[src/rtl/modulo_comparador_serial.sv]
// Serial magnitude comparator: walks the operands MSB first, one bit pair per cycle,
// and reports A<B / A=B / A>B together with the number of bits examined.
module modulo_comparador_serial #(
  parameter int WIDTH      = 8,
  parameter int EARLY_EXIT = 1
) (
  input  logic                       clk,
  input  logic                       reset_n,
  input  logic                       start,
  input  logic                       signed_mode,
  input  logic [WIDTH-1:0]           A,
  input  logic [WIDTH-1:0]           B,
  output logic                       busy,
  output logic                       done,
  output logic                       AltB_out,
  output logic                       AeqB_out,
  output logic                       AgtB_out,
  output logic [$clog2(WIDTH+1)-1:0] ciclos
);

  localparam int IW = $clog2(WIDTH);
  localparam int CW = $clog2(WIDTH + 1);

  typedef enum logic [1:0] {IDLE, COMPARA, FIM} state_t;

  state_t          r_state;
  state_t          w_next;
  logic [WIDTH-1:0] r_a;
  logic [WIDTH-1:0] r_b;
  logic            r_signed;
  logic [IW-1:0]   r_idx;
  logic [CW-1:0]   r_cnt;
  logic            r_found;
  logic            r_found_gt;
  logic            r_lt;
  logic            r_eq;
  logic            r_gt;
  logic [CW-1:0]   r_ciclos;

  logic w_bit_a;
  logic w_bit_b;
  logic w_diff;
  logic w_a_gt;
  logic w_last;
  logic w_res_lt;
  logic w_res_eq;
  logic w_res_gt;

  always_comb begin
    w_bit_a = r_a[r_idx];
    w_bit_b = r_b[r_idx];
    w_diff  = w_bit_a ^ w_bit_b;
    // In signed mode the MSB is the sign bit, so a set bit in A makes A smaller.
    w_a_gt  = w_bit_a ^ (r_signed && (r_idx == IW'(WIDTH - 1)));
    w_last  = (r_idx == '0);

    w_res_lt = 1'b0;
    w_res_eq = 1'b0;
    w_res_gt = 1'b0;
    if (r_found) begin
      w_res_gt = r_found_gt;
      w_res_lt = ~r_found_gt;
    end else if (w_diff) begin
      w_res_gt = w_a_gt;
      w_res_lt = ~w_a_gt;
    end else begin
      w_res_eq = 1'b1;
    end
  end

  always_ff @(posedge clk) begin
    if (!reset_n) r_state <= IDLE;
    else          r_state <= w_next;
  end

  always_comb begin
    w_next = r_state;
    case (r_state)
      IDLE: begin
        if (start) w_next = COMPARA;
      end
      COMPARA: begin
        if ((EARLY_EXIT != 0) && w_diff) w_next = FIM;
        else if (w_last)                 w_next = FIM;
      end
      FIM:     w_next = IDLE;
      default: w_next = IDLE;
    endcase
  end

  always_ff @(posedge clk) begin
    if (!reset_n) begin
      r_a        <= '0;
      r_b        <= '0;
      r_signed   <= 1'b0;
      r_idx      <= '0;
      r_cnt      <= '0;
      r_found    <= 1'b0;
      r_found_gt <= 1'b0;
      r_lt       <= 1'b0;
      r_eq       <= 1'b0;
      r_gt       <= 1'b0;
      r_ciclos   <= '0;
    end else begin
      case (r_state)
        IDLE: begin
          if (start) begin
            r_a        <= A;
            r_b        <= B;
            r_signed   <= signed_mode;
            r_idx      <= IW'(WIDTH - 1);
            r_cnt      <= '0;
            r_found    <= 1'b0;
            r_found_gt <= 1'b0;
          end
        end
        COMPARA: begin
          r_cnt <= r_cnt + CW'(1);
          if (!w_last) r_idx <= r_idx - IW'(1);
          if (!r_found && w_diff) begin
            r_found    <= 1'b1;
            r_found_gt <= w_a_gt;
          end
          if (w_next == FIM) begin
            r_lt     <= w_res_lt;
            r_eq     <= w_res_eq;
            r_gt     <= w_res_gt;
            r_ciclos <= r_cnt + CW'(1);
          end
        end
        default: ;
      endcase
    end
  end

  assign busy     = (r_state != IDLE);
  assign done     = (r_state == FIM);
  assign AltB_out = r_lt;
  assign AeqB_out = r_eq;
  assign AgtB_out = r_gt;
  assign ciclos   = r_ciclos;

endmodule

[config.mk]
export PLATFORM = sky130hd
export DESIGN_NAME = modulo_comparador_serial
export DESIGN_NICKNAME = d
export VERILOG_FILES = /design/src/rtl/modulo_comparador_serial.sv
export SDC_FILE = /design/constraint.sdc
export NUM_CORES = 1
export LEC_CHECK = 0
export CORE_MARGIN = 5
export CORE_UTILIZATION = 55
export CTS_CLUSTER_SIZE = 20
export DETAILED_ROUTE_END_ITERATION = 16
export GPL_TIMING_DRIVEN = 1
export PLACE_DENSITY = 0.85
export RECOVER_POWER = 50
export SLEW_MARGIN = 5
export SYNTH_ARGS = -nofsm -noshare
export SYNTH_HDL_FRONTEND = slang
export SYNTH_SLANG_ARGS = --single-unit
export TNS_END_PERCENT = 20
[constraint.sdc]
create_clock -name clk -period 3.5 [get_ports clk]
set_input_delay 0.35 -clock clk [delete_from_list [all_inputs] [get_ports clk]]
set_output_delay 0.35 -clock clk [all_outputs]
set_load 0.01 [all_outputs]
# Yosys cells after proc, flatten, opt, wreduce, memory -nomap -nowiden
# Index checks and enable logic that the tools add are counted.
# word_totals
ff_bits,35
in_bits,20
output_inout_bits,9
word_cells,62
# classes
n_addsub,2
n_lt_le_gt_ge,1
eq_ne,7
mux,24
bitwise,4
n_reduce_logical,12
# ops
op,n
2-to-1 mux 1 bit,11
one-hot mux 4 bit (2 select lines),1
binary-select mux 1 bit (select 3 bit),2
2-to-1 mux 2 bit,3
2-to-1 mux 3 bit,2
!= test 2 bit (second input constant),3
one-hot mux 3 bit (2 select lines),1
AND reduction 2 bit,3
AND reduction 3 bit,2
adder 4 x 1 -> 4 bit (second input constant),1
== test 2 bit (second input constant),2
< comparator 3 x 4 -> 1 bit (second input constant),1
2-to-1 mux 4 bit,1
one-hot mux 1 bit (2 select lines),2
one-hot mux 2 bit (2 select lines),1
nonzero test 2 bit,2
== test 3 bit (second input constant),1
zero test 3 bit,1
subtractor 3 x 1 -> 3 bit (second input constant),1
== test 2 x 1 -> 1 bit (second input constant),1
logical AND 1 bit,2
zero test 2 bit,1
NOT 1 bit,2
bitwise XOR 1 bit,2
zero test 1 bit,1

# Depth between registers and ports, before layout
# logic_depth
ltp_word,7
mapped_depth,8
ltp_nobuf,7

# Least setup slack after synthesis
# OpenSTA, ideal clock, no wires.
# synth_timing
kind,reg2reg
from,register r_idx[0]
to,"register r_lt, in the netlist AltB_out"
setup_ps,128
t_arrival_ps,1828
required_ps,3372
path_slack_ps,1544
path_stages_with_launch,8
path_buffers,2
cell_sequence,dfxtp_1 buf_6 mux4_2 mux2_4 xnor2_4 a21o_1 buf_6 mux2i_1
# synth_via
elab_chain_cells,7
# synth_lines
element,line,rtl
"start, declared",31,logic [IW-1:0] r_idx;
"start signal, assigned",111,r_idx <= IW'(WIDTH - 1);
"start signal, assigned",119,if (!w_last) r_idx <= r_idx - IW'(1);
binary-select mux 1 bit (select 3 bit) (on tied branches),"50, 51",
2-to-1 mux 1 bit (on tied branches),"50, 51",
bitwise XOR 1 bit,52,w_diff = w_bit_a ^ w_bit_b;
2-to-1 mux 2 bit,83,if ((EARLY_EXIT != 0) && w_diff) w_next = FIM;
one-hot mux 2 bit (2 select lines),78,case (r_state)
== test 2 bit,124,if (w_next == FIM) begin
AND reduction 2 bit (no line),--,
"end signal, assigned",125,r_lt <= w_res_lt;
"end, declared",35,logic r_lt;
# Several ways; a longest one is shown, not always the timed one. The select of a mux whose other input is x is not followed.
# A chain may end at the register's enable or synchronous reset.

# Worst setup path in the final report
# layout_timing
from,input reset_n
to,register r_idx[0]
# layout_rtl
element,line,rtl
"start, declared",8,"input logic reset_n,"
# No word-level cell between the ends.

==> impl_metrics.csv <==
group,metric,value,unit
clocking,post-cts-setup-buffers,0,
critical_path,path_cells,"dlygate4sd3_1 -> clkbuf_1 -> clkinv_1 -> a211oi_1",
yosys,synthArstFlopShare,0,%
sta,final-hold-violation-count,0,
final_layout,multi_input_area,862,sq um
pwr,power_density,489,nW/um^2
yosys,yosys.area_share.simple,22.6,%
critical_path,timing.critical_path.required,3740,ps
clocking,clock_latency,340,ps
critical_path,cp_max_fo,26,
sta,fin_hold_ws,460,ps
floorplanning,ios,29,
clocking,cts_max_level,2,
detailed_routing,via_per_inst,5.62,
global_routing,track_usage,17.8,%
sta,clock_skew,9.52,ps
yosys,synth_top_area_cell,"dfxtp_1",
place,place_hpwl,2410,um
clocking,clock_path_buffers,2,
critical_path,start_kind,"primary input",
clocking,clock-sinks,35,
final_layout,fin_area,2000,sq um
global_routing,grt_pass1_vias,1398,
yosys,synth_area_leaders,"dfxtp_1 43%, nand2_1 12%, a21oi_1 8.2%",
sta,drv_slew,0,
floorplanning,dieArea,4180,sq um
pwr,seqPwrFrac,47.0,%
yosys,synth-adder-area-share,3.05,%
final_layout,diodes,0,
place,placed_cell_area,1920,sq um
pwr,clockPowerShare,31.0,%
yosys,synth_top_family_by_area,"simple AND/OR/NAND/NOR gates",
floorplanning,die_w,64.6,um
detailed_routing,vias,1405,
pwr,ir_drop,0.332,mV
yosys,synth_area,1640,sq um
critical_path,arrival,2610,ps
yosys,synth.ff_latch_count,35,
pwr,internal_power,0.000708,W
sta,slew_headroom,52.5,%
place,port_buffers,28,
clocking,numCtsBuffers,5,
place,globalplace.congestion,0.759,
sta,period_minus_slack,2360,ps
yosys,ys_warn_count,0,
yosys,synth_mux_area_share,11.6,%
clocking,cts-resized-gates,0,
pwr,p_comb_share,21.9,%
global_routing,grt_start_max_net_pins,27,
sta,worst_pin_slew,713,ps
yosys,synth_cells,193,
pwr,leakagePower,0.816,nW
sta,setup-tns-final,0,ps
global_routing,antenna_found_initial,0,
detailed_routing,routed_wl,3290,um
clocking,cts_tree,"built",
clocking,postCtsHoldBufs,0,
yosys,syn_area_per_cell,8.51,sq um
sta,clock.fmax,424,MHz
global_routing,grt_pass1_wl,5870,um
yosys,seq_area_frac_synth,42.7,%
final_layout,seq_area,701,sq um
floorplanning,coreArea,2810,sq um
flow_run,drv_cap,0,
pwr,power_switching,0.000270,W
yosys,synth_edf_count,0,
detailed_routing,wl_per_cell,13.2,um
final_layout,area.growth.synth_to_final,21.7,%
pwr,p_sw_share,27.6,%
sta,rsz0062_at_grt,"false",
critical_path,cpMaxStageDelayCell,"clkinv_1",
critical_path,slowest_delay,780,ps
yosys,synth_top_area_share,42.7,%
floorplanning,fp.dieH,64.6,um
final_layout,fill_cells,223,
yosys,syn_nets,217,
floorplanning,num_rows,19,
critical_path,critical_path_class,"primary input to flop",
yosys,synth-main-ff-cell,"dfxtp_1",
detailed_routing,dr.pass1.iters,4,
detailed_routing,drtAntennaViolNets,0,
detailed_routing,drtIter0Drc,83,
final_layout,finalNetCount,242,
global_routing,overflow,0,
clocking,clockRootBuffer,"clkbuf_4",
sta,period_share,67.5,%
critical_path,end_kind,"flop",
floorplanning,start_util,58.5,%
sta,setup_viol,0,
hold_path,min_path_type,"flop to flop",
pwr,power.total,0.000977,W
yosys,yosysMostFrequentCell,"nand2_1",
detailed_routing,drc,0,
clocking,clkTransAtPathRegs,100,ps
final_layout,drive_gt1_share,8.22,%
yosys,synth_common_cells,"54 x nand2_1, 35 x dfxtp_1, 27 x a21oi_1, 10 x clkbuf_1, 8 x nor2_1",
yosys,synth_xor_area_share,2.74,%
yosys,synth_compound_area_share,12.6,%
yosys,synth_cell_types,33,
run_status,status,"completed",
[final cells by class]
type / instances / share of cell area, %
Clock buffer: 6 / 2.57
Clock inverter: 2 / 1.75
Inverter: 5 / 0.939
Multi-Input combinational cell: 141 / 43.1
Sequential cell: 35 / 35.1
Tap cell: 31 / 1.94
Timing Repair Buffer: 30 / 14.6
[per-stage QoR]
| step | worst slack [ps] | std cells | util [%] |
|---|---|---|---|
| 5_1_grt | 887 | 250 | 71.2 |
| 3_5_place_dp | 1180 | 242 | 68.3 |
| 4_1_cts | 1150 | 250 | 71.4 |
| 2_1_floorplan | 1540 | 193 | - |
| 3_3_place_gp | 1280 | 242 | 68.3 |
| 6_report | 1140 | 250 | 71.2 |
[per-layer routing]
layer  up-vias  global-route usage (%)  part of all wire (%)
met2        35                    31.4                    51
met3         8                    6.39                   5.9
met5         -                       0                     0
met1       661                    19.1                    41
li1        701                       -                     -
met4         0                    7.65                   1.9
[cells by family after synthesis]
| logic type | after synthesis |
|---|---|
| simple gates | 84 |
| compound gates | 37 |
| buf+inv | 17 |
| mux | 13 |
| flops | 35 |
| xor+xnor | 3 |
| fa+ha+maj | 4 |
[registers in the layout, indices dropped and copies added (netlist names), 2 cells and up]
register	flops
r_b	8
r_a	8
ciclos	4
r_cnt	4
r_idx	3
r_state	2
[power groups by stage]
stage               registers, W  logic (W)  clock network [W]
floorplan               0.000460   0.000164                  0
global placement        0.000467   0.000208                  0
detailed placement      0.000469   0.000218                  0
CTS                     0.000460   0.000219           0.000306
global route            0.000465   0.000238           0.000334
finish                  0.000460   0.000214           0.000303
[cells in the final DEF, fill, tap and decap left out, drive strengths merged, types with 2 or more instances in the layout]
cell type      count
nor2b              2
clkbuf             7
xnor2              2
mux2               2
dlygate4sd3        8
nand2             54
o21ai              3
a21oi             27
ha                 4
dfxtp             35
mux2i              7
mux4               4
nor3               2
a21o               2
inv                4
nor2               8
nand3              6
clkdlybuf4s50     20
nand2b             5
clkinv             2
[final timing paths]
path | depth (start not counted) | from | to | slack, ps
max | 4 | reset_n | r_idx[0] | 1140
min | 2 | AltB_out | AltB_out | 460
max reg2reg | 5 | r_idx[0] | AltB_out | 1180
min reg2reg | 2 | AltB_out | AltB_out | 460
[critical path, delay by kind of cell]
family | cells | cell delay [ps]
buf+inv | 3 | 1850
compound gates | 1 | 390
(Power assumes the default switching activity.)
